[src/rtl/drra_apb_pkg.sv]
// Shared definitions for the DRRA APB program loader: register offsets, error codes, FSM states.
// No logic; latency and backpressure are properties of the modules importing this package.
package drra_apb_pkg;

    localparam logic [31:0] CTRL_OFF_CFG  = 32'h0;
    localparam logic [31:0] CTRL_OFF_CALL = 32'h4;
    localparam logic [31:0] CTRL_OFF_RET  = 32'h8;

    typedef enum logic [1:0] {
        ERR_NONE    = 2'd0,
        ERR_PSLVERR = 2'd1,
        ERR_TIMEOUT = 2'd2,
        ERR_BAD_CMD = 2'd3
    } err_code_t;

    typedef enum logic [2:0] {
        S_IDLE,
        S_CTRL,
        S_LOAD,
        S_CALL,
        S_POLL,
        S_DONE,
        S_ERR
    } loader_state_t;

    typedef enum logic [1:0] {
        M_IDLE,
        M_SETUP,
        M_ACCESS
    } apb_phase_t;

endpackage

[src/rtl/apb_master_port.sv]
// Single-transfer APB master: req is taken only when idle, ack pulses combinationally on PREADY.
// Latency: setup + >=1 access cycle; backpressure: PREADY low stretches the access phase.
module apb_master_port
    import drra_apb_pkg::*;
#(
    parameter int AW = 32,
    parameter int DW = 32
) (
    input  logic          clk,
    input  logic          rst_n,
    input  logic          req,
    input  logic          we,
    input  logic [AW-1:0] addr,
    input  logic [DW-1:0] wdata,
    output logic          ack,
    output logic [DW-1:0] rdata,
    output logic          err,
    output logic          PSEL,
    output logic          PENABLE,
    output logic          PWRITE,
    output logic [AW-1:0] PADDR,
    output logic [DW-1:0] PWDATA,
    input  logic [DW-1:0] PRDATA,
    input  logic          PREADY,
    input  logic          PSLVERR
);

    apb_phase_t phase, phase_nxt;
    logic          we_q;
    logic [AW-1:0] addr_q;
    logic [DW-1:0] wdata_q;

    always_ff @(posedge clk or negedge rst_n) begin
        if (!rst_n) begin
            phase <= M_IDLE;
        end else begin
            phase <= phase_nxt;
        end
    end

    always_comb begin
        phase_nxt = phase;
        unique case (phase)
            M_IDLE:   if (req) phase_nxt = M_SETUP;
            M_SETUP:  phase_nxt = M_ACCESS;
            M_ACCESS: if (PREADY) phase_nxt = M_IDLE;
            default:  phase_nxt = M_IDLE;
        endcase
    end

    // Transfer attributes are frozen at request time so they stay stable through wait states.
    always_ff @(posedge clk or negedge rst_n) begin
        if (!rst_n) begin
            we_q    <= 1'b0;
            addr_q  <= '0;
            wdata_q <= '0;
        end else if (phase == M_IDLE && req) begin
            we_q    <= we;
            addr_q  <= addr;
            wdata_q <= wdata;
        end
    end

    assign PSEL    = (phase != M_IDLE);
    assign PENABLE = (phase == M_ACCESS);
    assign PWRITE  = we_q;
    assign PADDR   = addr_q;
    assign PWDATA  = wdata_q;

    assign ack   = (phase == M_ACCESS) && PREADY;
    assign err   = ack && PSLVERR;
    assign rdata = PRDATA;

endmodule

[src/rtl/apb_program_loader.sv]
// Loads a program into a DRRA row over APB, calls it, and polls ret status until done or error.
// Latency: one APB transfer per step, 1 idle cycle between; backpressure: instr_ready only when bus is free.
module apb_program_loader
    import drra_apb_pkg::*;
#(
    parameter int              APB_AW           = 32,
    parameter int              APB_DW           = 32,
    parameter int              ROWS             = 1,
    parameter int              COLS             = 2,
    parameter logic [APB_AW-1:0] INSTR_BASE_ADDR = 'h0000,
    parameter int              INSTR_SIZE_BYTES = 256,
    parameter logic [APB_AW-1:0] CTRL_BASE_ADDR  = 'h0C00,
    parameter int              POLL_TIMEOUT     = 1024,
    localparam int             MAX_WORDS        = INSTR_SIZE_BYTES / ROWS / 4,
    localparam int             NW_W             = $clog2(MAX_WORDS + 1)
) (
    input  logic              clk,
    input  logic              rst_n,
    input  logic              start,
    input  logic [15:0]       row,
    input  logic [15:0]       col,
    input  logic [NW_W-1:0]   num_words,
    input  logic              instr_valid,
    input  logic [APB_DW-1:0] instr_data,
    output logic              instr_ready,
    output logic              busy,
    output logic              done,
    output logic              error,
    output logic [1:0]        err_code,
    output logic              PSEL,
    output logic              PENABLE,
    output logic              PWRITE,
    output logic [APB_AW-1:0] PADDR,
    output logic [APB_DW-1:0] PWDATA,
    input  logic [APB_DW-1:0] PRDATA,
    input  logic              PREADY,
    input  logic              PSLVERR
);

    localparam int PC_W   = $clog2(POLL_TIMEOUT + 1);
    localparam int RSEL_W = $clog2(APB_DW);

    loader_state_t state, state_nxt;
    err_code_t     err_q, code_nxt;

    logic              in_flight;
    logic              bad_cmd_q;
    logic [NW_W-1:0]   idx;
    logic [NW_W-1:0]   cmd_words;
    logic [PC_W-1:0]   poll_cnt;
    logic [15:0]       cmd_row;
    logic [15:0]       cmd_col;

    logic              cmd_ok;
    logic              cmd_accept;
    logic              cmd_reject;
    logic              code_we;
    logic              word_accept;
    logic              poll_retry;

    logic              m_req;
    logic              m_we;
    logic              m_ack;
    logic              m_err;
    logic [APB_AW-1:0] m_addr;
    logic [APB_DW-1:0] m_wdata;
    logic [APB_DW-1:0] m_rdata;

    // Range check up front keeps every later address computation inside the instruction region.
    assign cmd_ok = (row < 16'(ROWS)) && (col < 16'(COLS)) && (num_words <= NW_W'(MAX_WORDS));

    always_ff @(posedge clk or negedge rst_n) begin
        if (!rst_n) begin
            state <= S_IDLE;
        end else begin
            state <= state_nxt;
        end
    end

    always_comb begin
        state_nxt   = state;
        m_req       = 1'b0;
        m_we        = 1'b1;
        m_addr      = '0;
        m_wdata     = '0;
        instr_ready = 1'b0;
        word_accept = 1'b0;
        poll_retry  = 1'b0;
        cmd_accept  = 1'b0;
        cmd_reject  = 1'b0;
        code_we     = 1'b0;
        code_nxt    = ERR_NONE;

        unique case (state)
            S_IDLE: begin
                if (start) begin
                    code_we = 1'b1;
                    if (cmd_ok) begin
                        cmd_accept = 1'b1;
                        state_nxt  = S_CTRL;
                    end else begin
                        cmd_reject = 1'b1;
                        code_nxt   = ERR_BAD_CMD;
                    end
                end
            end
            S_CTRL: begin
                m_req   = !in_flight;
                m_addr  = CTRL_BASE_ADDR + APB_AW'(CTRL_OFF_CFG);
                m_wdata = APB_DW'({cmd_col, cmd_row});
                if (m_ack) state_nxt = (cmd_words != '0) ? S_LOAD : S_CALL;
            end
            S_LOAD: begin
                instr_ready = !in_flight && (idx < cmd_words);
                word_accept = instr_valid && instr_ready;
                m_req       = word_accept;
                m_addr      = INSTR_BASE_ADDR + (APB_AW'(idx) << 2);
                m_wdata     = instr_data;
                // idx already advanced on acceptance, so equality marks the last word's completion.
                if (m_ack && idx == cmd_words) state_nxt = S_CALL;
            end
            S_CALL: begin
                m_req   = !in_flight;
                m_addr  = CTRL_BASE_ADDR + APB_AW'(CTRL_OFF_CALL);
                m_wdata = APB_DW'(1);
                if (m_ack) state_nxt = S_POLL;
            end
            S_POLL: begin
                m_req  = !in_flight;
                m_we   = 1'b0;
                m_addr = CTRL_BASE_ADDR + APB_AW'(CTRL_OFF_RET);
                if (m_ack) begin
                    if (m_rdata[cmd_row[RSEL_W-1:0]]) begin
                        state_nxt = S_DONE;
                    end else if (poll_cnt == PC_W'(POLL_TIMEOUT - 1)) begin
                        state_nxt = S_ERR;
                        code_we   = 1'b1;
                        code_nxt  = ERR_TIMEOUT;
                    end else begin
                        poll_retry = 1'b1;
                    end
                end
            end
            S_DONE:  state_nxt = S_IDLE;
            S_ERR:   state_nxt = S_IDLE;
            default: state_nxt = S_IDLE;
        endcase

        // A slave error on any transfer wins over whatever the step above decided.
        if (m_err) begin
            state_nxt  = S_ERR;
            code_we    = 1'b1;
            code_nxt   = ERR_PSLVERR;
            poll_retry = 1'b0;
        end
    end

    always_ff @(posedge clk or negedge rst_n) begin
        if (!rst_n) begin
            in_flight <= 1'b0;
            bad_cmd_q <= 1'b0;
            err_q     <= ERR_NONE;
            idx       <= '0;
            cmd_words <= '0;
            poll_cnt  <= '0;
            cmd_row   <= '0;
            cmd_col   <= '0;
        end else begin
            bad_cmd_q <= cmd_reject;
            if (code_we) err_q <= code_nxt;
            if (m_req) begin
                in_flight <= 1'b1;
            end else if (m_ack) begin
                in_flight <= 1'b0;
            end
            if (cmd_accept) begin
                cmd_row   <= row;
                cmd_col   <= col;
                cmd_words <= num_words;
                idx       <= '0;
                poll_cnt  <= '0;
            end
            if (word_accept) idx <= idx + 1'b1;
            if (poll_retry) poll_cnt <= poll_cnt + 1'b1;
        end
    end

    assign busy     = (state != S_IDLE);
    assign done     = (state == S_DONE);
    assign error    = (state == S_ERR) || bad_cmd_q;
    assign err_code = err_q;

    apb_master_port #(
        .AW (APB_AW),
        .DW (APB_DW)
    ) u_apb (
        .clk     (clk),
        .rst_n   (rst_n),
        .req     (m_req),
        .we      (m_we),
        .addr    (m_addr),
        .wdata   (m_wdata),
        .ack     (m_ack),
        .rdata   (m_rdata),
        .err     (m_err),
        .PSEL    (PSEL),
        .PENABLE (PENABLE),
        .PWRITE  (PWRITE),
        .PADDR   (PADDR),
        .PWDATA  (PWDATA),
        .PRDATA  (PRDATA),
        .PREADY  (PREADY),
        .PSLVERR (PSLVERR)
    );

endmodule

[config.mk]
export PLATFORM = sky130hd
export DESIGN_NAME = apb_program_loader
export DESIGN_NICKNAME = d
export VERILOG_FILES = /design/src/rtl/drra_apb_pkg.sv /design/src/rtl/apb_master_port.sv /design/src/rtl/apb_program_loader.sv
export SDC_FILE = /design/constraint.sdc
export NUM_CORES = 1
export LEC_CHECK = 0
export CORE_MARGIN = 4
export CORE_UTILIZATION = 41
export DETAILED_ROUTE_END_ITERATION = 8
export PLACE_DENSITY = 0.76
export SLEW_MARGIN = 20
export SYNTH_ARGS = -nofsm -noshare
export SYNTH_HDL_FRONTEND = slang
export SYNTH_SLANG_ARGS = --single-unit
[constraint.sdc]
create_clock -name clk -period 2.02 [get_ports clk]
set_input_delay 0.404 -clock clk [delete_from_list [all_inputs] [get_ports clk]]
set_output_delay 0.404 -clock clk [all_outputs]
set_load 0.005 [all_outputs]
### Yosys cells after proc, flatten, opt, wreduce, memory -nomap -nowiden

Index checks and enable logic that the tools add are counted.

* $add $sub $neg: 2
* multiply operators: 0
* div/mod/pow operators: 0
* $lt $le $gt $ge: 5
* eq/ne operators: 19
* shifts and indexed selects: 0
* muxes and demuxes: 52
* bitwise operators: 0
* reductions and logical operators: 21

Operator list (number)
* 32-bit one-hot mux with 3 select lines: 1
* 12-bit one-hot mux with 4 select lines: 1
* 3-bit two-way mux: 9
* 1-bit two-way mux: 23
* 11-bit two-way mux: 2
* 3-bit != test, second input constant: 6
* 16-bit by 1-bit < comparator with 1-bit output, second input constant: 1
* 16-bit by 2-bit < comparator with 1-bit output, second input constant: 1
* 2-bit two-way mux: 8
* 3-bit one-hot mux with 5 select lines: 1
* 7-bit two-way mux: 2
* 11-bit by 1-bit adder with 11-bit output, second input constant: 1
* 11-bit by 10-bit equality test with 1-bit output, second input constant: 1
* 3-bit equality test, second input constant: 3
* 1-bit logical AND: 8
* 2-bit nonzero test: 4
* 7-bit by 1-bit adder with 7-bit output, second input constant: 1
* 7-bit equality test: 1
* 7-bit <= comparator, second input constant: 1
* 7-bit < comparator: 1
* 7-bit AND reduction: 1
* 7-bit nonzero test: 1
* 3-bit by 2-bit equality test with 1-bit output, second input constant: 2
* 5-bit by 6-bit < comparator with 1-bit output, second input constant: 1
* 16 further kinds: 18

* flip-flop bits (word level): 131
* latch bits: 0
* bits in writable memories: 0
* ROM bits: 0
* input bits: 109
* output and inout bits: 73
* word-level logic and storage cells: 112
* memories kept: 0

### Logic depth before layout (Yosys ltp)

Gate-level depths: netlist (run 1).

* depth in word-level cells: 8
* gate-level depth with buffers: 11
* depth with buffers taken out: 9

### Modules after synthesis

Synthesis (run 1) repeated with hierarchy kept, for this count alone.

* cell total of the unflattened synthesis: 564
* area, all modules: 6552.5 sq um

Modules (own cells, without submodules)
* apb_program_loader: times used 1, cells each 386, area each 3787.4 sq um, sequential area each 1601.5 sq um
* apb_master_port: times used 1, cells each 178, area each 2765.2 sq um, sequential area each 1676.6 sq um

### Worst setup path before layout (run 1)

Ideal clock, no wire load.

* path kind: reg-to-reg
* start: register idx[1]
* end: register u_apb.wdata_q[12], in the netlist u_apb.PWDATA[12]
* setup time: 0.132 ns
* arrival: 2.092 ns
* data required time: 1.888 ns
* slack: -0.204 ns
* cell stages (with the launch flop): 11
* path buffers: 2
* period minus slack after synthesis: 2.224 ns
* cell sequence: dfrtp_1 -> ha_1 -> nor2b_1 -> o21ai_0 -> a21oi_1 -> nor4b_4 -> o21bai_1 -> buf_2 -> clkbuf_1 -> nand2_1 -> o21ai_1

* longest elaborated chain between the ends: 5

RTL lines
* start, declared: line apb_program_loader.sv:48 `logic [NW_W-1:0] idx;`
* start signal, assigned: line apb_program_loader.sv:183 `if (word_accept) idx <= idx + 1'b1;`
* 7-bit < comparator: line apb_program_loader.sv:114 `instr_ready = !in_flight && (idx < cmd_words);`
* 1-bit logical AND: line apb_program_loader.sv:114
* 1-bit logical AND: line apb_program_loader.sv:115 `word_accept = instr_valid && instr_ready;`
* 1-bit one-hot mux with 2 select lines: line apb_program_loader.sv:94 `unique case (state)`
* 1-bit logical AND: line apb_master_port.sv:57 `end else if (phase == M_IDLE && req) begin`
* end signal, assigned: line apb_master_port.sv:60 `wdata_q <= wdata;`
* end, declared: line apb_master_port.sv:31 `logic [DW-1:0] wdata_q;`

Every way passes these cells.
A chain may end at the register's enable or synchronous reset.

### Worst setup path in the final report (run 1)

* start: register cmd_words[6]
* end: register u_apb.addr_q[5], in the netlist u_apb.PADDR[5]

* longest elaborated chain between the ends: 5

RTL lines
* start, declared: line apb_program_loader.sv:49 `logic [NW_W-1:0] cmd_words;`
* start signal, assigned: line apb_program_loader.sv:179 `cmd_words <= num_words;`
* 7-bit < comparator: line apb_program_loader.sv:114
* 1-bit logical AND: line apb_program_loader.sv:114
* 1-bit logical AND: line apb_program_loader.sv:115
* 1-bit one-hot mux with 2 select lines: line apb_program_loader.sv:94
* 1-bit logical AND: line apb_master_port.sv:57
* end signal, assigned: line apb_master_port.sv:59 `addr_q <= addr;`
* end, declared: line apb_master_port.sv:30 `logic [AW-1:0] addr_q;`

Every way passes these cells.

==> results of run 1 <==
-- timing repair --
item | CTS | global route
buffers inserted | 15 | 6
gates cloned | 5 | 2
hold buffers | 0 | 0
endpoints found under the setup margin | 102 | 108
resized for setup | 79 | 105
pin swaps | 12 | 37
-- power groups by stage --
stage          combinational, mW  sequential, mW  clock (mW)
2_1_floorplan               1.27            2.87           0
3_3_place_gp                2.77            2.84           0
3_5_place_dp                2.86            2.86           0
4_1_cts                     3.33            2.83        1.68
5_1_grt                     3.82            2.93        1.78
6_report                    3.53            2.87        1.66
-- cell usage in the layout, fill, tap and decap left out, types with 15 or more instances in the layout --
master           instances
o21ai_2                 24
dlymetal6s2s_1          25
clkdlybuf4s50_1        119
conb_1                  23
nor2_1                  18
mux2i_1                 16
nand2_1                 64
o21ai_1                 28
and2_1                  35
nand3_1                 15
buf_6                   17
buf_4                   65
nand2_2                 23
dfrtp_1                106
a22oi_1                 36
-- logic make-up after synthesis --
group | synth area share
mux | 0.03816
flops | 0.5041
buf+inv | 0.06996
fa+ha+maj | 0.02120
compound gates | 0.1609
other cells | 0.0007060
simple gates | 0.2033
xor+xnor | 0.001649
-- worst max-delay path by stage --
stage / from / to / depth (start not counted)
floorplan: idx[1] / u_apb.PWDATA[12] / 10
global placement: col[8] / state[1] / 9
detailed placement: col[8] / state[1] / 9
CTS: idx[6] / instr_ready / 6
global route: cmd_words[6] / u_apb.PADDR[5] / 11
finish: cmd_words[6] / u_apb.PADDR[5] / 11
-- final cells by class --
| class | instances | area [um2] | share of cell area |
|---|---|---|---|
| well taps | 172 | 215.2 | 0.02478 |
| clock inverters | 3 | 23.77 | 0.002738 |
| flip-flops and latches | 107 | 2679 | 0.3085 |
| clock buffers | 12 | 256.5 | 0.02954 |
| inverters | 13 | 48.80 | 0.005620 |
| repair buffers | 255 | 2666 | 0.3071 |
| multi-input cells | 402 | 2794 | 0.3218 |
-- routing by layer --
| metal | up-vias | track usage | part of all wire |
|---|---|---|---|
| met3 | 36 | 0.04271 | 0.060 |
| met2 | 201 | 0.3878 | 0.52 |
| met4 | 0 | 0.08333 | 0.027 |
| met1 | 2439 | 0.2587 | 0.39 |
| li1 | 2376 | - | - |
| met5 | - | 0 | 0 |
-- registers in the layout (all words and copies together), names as in the netlist --
name and flops:
cmd_col 16, u_apb.phase 2, state 3, err_code 2, u_apb.PWRITE 1, bad_cmd_q 1, cmd_row 16, u_apb.PADDR 8
cmd_words 7, idx 7, in_flight 1, u_apb.PWDATA 32, poll_cnt 11
-- Yosys cell counts (all sizes together) (5+ instances only) --
master / count / share of area
a21oi: 10 / 0.0094
a22oi: 36 / 0.051
and2: 38 / 0.045
and3: 6 / 0.0080
buf: 35 / 0.047
clkbuf: 19 / 0.013
dfrtp: 107 / 0.50
ha: 9 / 0.021
inv: 12 / 0.0085
mux2i: 18 / 0.034
nand2: 90 / 0.064
nand3: 21 / 0.022
nor2: 22 / 0.016
nor2b: 5 / 0.0059
nor3: 6 / 0.0057
nor4: 10 / 0.012
o21ai: 63 / 0.059
-- critical path: stages, from the launching register on --
cell and delay, ns:
dfrtp_1 0.39, inv_2 0.09, ha_4 0.22, a211oi_4 0.23, nand2_2 0.12, nor4b_4 0.36
o21bai_4 0.10, buf_12 0.17, buf_8 0.14, buf_16 0.14, nand2_1 0.06, o21ai_1 0.06
-- through the flow --
stage / util / setup slack [ns] / instance area [um2] / setup TNS (ns)
after floorplan: - / -0.05164 / 5474 / -1.663
after global placement: 0.5928 / -0.5530 / 7511 / -29.16
after detailed placement: 0.5928 / -0.6073 / 7511 / -31.86
after CTS: 0.6516 / -0.1375 / 8257 / -2.025
after global routing: 0.6853 / -0.2841 / 8683 / -11.80
final: 0.6853 / -0.1684 / 8683 / -4.965
==> qor.yml, run 1 <==
violations: "negative setup slack"
die_x_um: 121.8
finalSetupViolCount: 57
stdcell_count: 964
place_hpwl_um: 11180
p_clk_frac: 0.206
cts_max_level: 3
r2r_end: "u_apb.PADDR[5]"
avgRoutedWirePerCell_um: 17.40
ys_seq_area_frac: 0.5041
synth_area_per_cell_um2: 9.587
ioPinCount: 182
core_um2: 12670
ys_warn_count: 0
vias_per_cell: 5.241
crit_required_ns: 2.25
internal_power_mw: 5.437
drc: 0
path_clk_slew_ns: 0.07
p_sw_frac: 0.3255
powerDensity_nw_per_um2: 928.3
drive_above_1_share: 0.2816
worstSkewPairLatency_ns: 0.34
clk_path_buf_depth: 2
clock_skew_ns: 0.009535
rrSetupSlack_ns: -0.17
hold_viol_final: 0
p_switching_mw: 2.624
worstPathArrival_ns: 2.42
ys.flop_type: "dfrtp_1"
netlist_area_um2: 5311
io_buffers: 158
r2r_cells: 11
crit_type: "flip-flop to flip-flop"
grt_setup_unrepaired: "yes"
async_reset_ff_frac: 1.000
grt_overflow: 0
p_leak_nw: 3.985
irDropWorstVdd_mv: 0.5881
min_period_ns: 2.188
total_power_mw: 8.061
start_kind: "flip-flop"
crit_fanout: 9
hp-class: "input port to asynchronous set/reset pin"
finalWirelength_um: 16770
power_frac_comb: 0.438
dieHeight_um: 121.8
grt_max_degree: 41
placed_cells: 923
numClockSinks: 107
ys_ff_latch: 107
max_cap_violations: 0
grt_pass1_vias: 5141
yosysUniqueCellTypes: 54
fin_hold_ws_ns: 0.02366
max_freq_mhz: 457.0
start_util: 0.4192
antenna_found_initial: 0
grt_pass1_wl_um: 25450
cts_buffers: 9
dieArea_um2: 14840
worst_slack_ns: -0.1684
fillers: 921
firstDrtPassIters: 4
crit_path_end_kind: "flip-flop"
period_share: 1.083
drt_iter0_drc: 274
synthCells: 554
tritoncts: "done"
r2r-start: "cmd_words[6]"
rows: 41
antenna-diode-count: 0
nets: 906
clockRootBuffer: "clkbuf_16"
status: "complete, but fails checks"
area_growth_pct: 63.49
antenna_left: 0
p_seq_frac: 0.356
vias: 5052
synth_edf_count: 0
slew_viol_final: 0
gp_congestion: 0.9108
grt_usage: 0.2174
No activity file was read; power rests on OpenSTA's default activity.
==> run 2: changes to the inputs <==
CORE_UTILIZATION = 46   (was 41)
PLACE_DENSITY = 0.81   (was 0.76)
RECOVER_POWER = 100   (was not set)
clock period = 2.3 ns   (was 2.02 ns; I/O delays follow)
==> run 2 against run 1 <==
- the flow now finishes without violations
- power is 21% lower
- final cell count is 7.9% lower
- count of clock-buffer cells in the layout is 2 lower
- non-clock buffer count is 45 lower
- setup slack better by 0.20 ns
- critical endpoint is now state[1]
- largest cell class is now sequential cells
==> qor.yml, run 2 (synthesis gave the netlist of run 1 again) <==
status: "complete, no violations"
fillers: 832  # -9.7%
worst_slack_ns: 0.02992  # +0.1983 ns
clk_path_buf_depth: 2  # unchanged
finalWirelength_um: 14830  # -12%
path_cells: "clkdlybuf4s50_1 -> nor4_1 -> nand2_1 -> a2111oi_4 -> buf_4 -> a21oi_2 -> a211oi_2 -> and3_1 -> o21ai_1"
core_um2: 11080  # -13%
ctsHoldBuffers: 0  # unchanged
layout_common_cells: "clkdlybuf4s50_1 (105), dfrtp_1 (104), nand2_1 (90)"
firstDrtPassIters: 6  # +2
postPlaceCellArea_um2: 7184  # -4.3%
grt_usage: 0.2139  # -0.003523
cts_max_level: 3  # unchanged
avgRoutedWirePerCell_um: 16.70  # -4.0%
start_util: 0.4794  # +0.06027
fin_area_um2: 7747  # -11%
stdcell_count: 888  # -7.9%
fin_setup_tns_ns: 0  # +4.965 ns
gp_congestion: 0.9170  # +0.68%
grt_setup_unrepaired: "yes"
clockRootBuffer: "clkbuf_16"
crit_fanout: 4  # -5
drt_iter0_drc: 335  # +22%
p_sw_frac: 0.3160  # -0.009530
p_clk_frac: 0.242  # +0.036
worstSkewPairLatency_ns: 0.35  # about the same
final_common_cell: "clkdlybuf4s50_1"
grt_pass1_vias: 4673  # -9.1%
period_share: 0.9870
vias: 4910  # -2.8%
drive_above_1_share: 0.1364  # -0.1452
worstPathArrival_ns: 2.50  # +0.08 ns
max_cap_violations: 0  # unchanged
clock_skew_ns: 0.008253  # -0.001281 ns
antenna_left: 0  # unchanged
cp_slowest_stage_delay_ns: 0.43  # +0.04 ns
cp_slowest_cell: "clkdlybuf4s50_1"
power_frac_comb: 0.370  # -0.068
vias_per_cell: 5.529  # +5.5%
path_clk_slew_ns: 0.07  # about the same
irDropWorstVdd_mv: 0.4918  # -16%
tightest_slew_ns: 1.012
slew_viol_final: 0  # unchanged
cp_num_buf_inv: 2  # -2
min_period_ns: 2.270
area_growth_pct: 45.87
dp_slack_ns: -0.4307  # +0.1766 ns
dieHeight_um: 115.5  # -5.2%
p_switching_mw: 2.014  # -23%
antenna-diode-count: 0  # unchanged
die_x_um: 115.5  # -5.2%
start_kind: "input port"
finalSetupViolCount: 0  # -100%
antenna_found_initial: 0  # unchanged
p_leak_nw: 3.499  # -12%
hp-class: "input port to asynchronous set/reset pin"
p_seq_frac: 0.388  # +0.032
grt_pass1_wl_um: 22640  # -11%
grt_max_degree: 51  # +24%
crit_required_ns: 2.53  # +0.28 ns
hold_viol_final: 0  # unchanged
crit_path_end_kind: "flip-flop"
tritoncts: "done"
cts_buffers: 9  # unchanged
final_core_util: 0.6993  # +0.01405
drc: 0  # unchanged
placed_cells: 859  # -6.9%
ioPinCount: 182  # unchanged
nets: 862  # -4.9%
powerDensity_nw_per_um2: 822.6  # -11%
dieArea_um2: 13330  # -10%
internal_power_mw: 4.359  # -20%
place_hpwl_um: 10810  # -3.4%
slew_headroom: 0.3254
max_freq_mhz: 440.5
rows: 38  # -7.3%
largest_reg_flops: 32  # unchanged
numClockSinks: 107  # unchanged
critPathTopFamily: "compound AO/OA/AOI/OAI gates"
crit_type: "input port to flip-flop"
io_buffers: 158  # unchanged
grt_overflow: 0  # unchanged
## run 2: final timing paths
check,to,slack (ns),startpoint,cells past startpoint
setup reg to reg,err_code[0],0.07,cmd_row[0],8
hold / removal,u_apb.PWDATA[24],0.28,rst_n,1
max in group asynchronous,cmd_col[6],0.70,rst_n,2
hold reg to reg,u_apb.PADDR[8],0.47,u_apb.PADDR[8],2
setup / recovery,state[1],0.03,num_words[4],9
min in group clk,cmd_words[5],0.36,num_words[5],3
## run 2: timing repair
action | in CTS | in global routing
pin swaps | 5 | 16
gates resized for setup | 9 | 27
setup buffers | 1 | 9
setup endpoints to repair | 13 | 103
gates cloned | 0 | 4
## run 2: cell type report
cell class / instances / area [um2] / share of cell area
clock buffer: 10 / 229.0 / 0.02955
clock inverter: 5 / 62.56 / 0.008075
inverter: 13 / 48.80 / 0.006298
multi-input combinational: 403 / 2467 / 0.3185
sequential: 107 / 2681 / 0.3461
tap: 140 / 175.2 / 0.02261
timing repair buffer: 210 / 2083 / 0.2689
## run 2: per-stage QoR
stage	hold WS, ns	power, mW
5_1_grt	0.3507	6.764
2_1_floorplan	0.1644	3.566
4_1_cts	0.1050	6.416
6_report	0.2773	6.373
3_3_place_gp	0.4622	4.782
3_5_place_dp	0.4717	4.864
## run 2: metal layers
layer	global-route usage	wire [um]	share of wire
met5	0	0	0
met4	0.06729	288	0.019
met3	0.04178	1047	0.071
met2	0.3565	7277	0.49
met1	0.2841	6219	0.42
## run 2: worst register-to-register path, delay by kind of cell, from the launching register on
kind | cells | cell delay [ns]
compound gates | 1 | 0.36
buf+inv | 1 | 0.16
flops | 1 | 0.43
mux | 1 | 0.23
simple gates | 5 | 0.96
## run 2: power by group through the flow
| stage | Combinational, mW | Clock (mW) | Sequential, mW |
|---|---|---|---|
| 4_1_cts | 2.38 | 1.55 | 2.49 |
| 2_1_floorplan | 1.05 | 0 | 2.51 |
| 3_3_place_gp | 2.28 | 0 | 2.51 |
| 6_report | 2.36 | 1.54 | 2.47 |
| 5_1_grt | 2.60 | 1.64 | 2.53 |
| 3_5_place_dp | 2.33 | 0 | 2.53 |
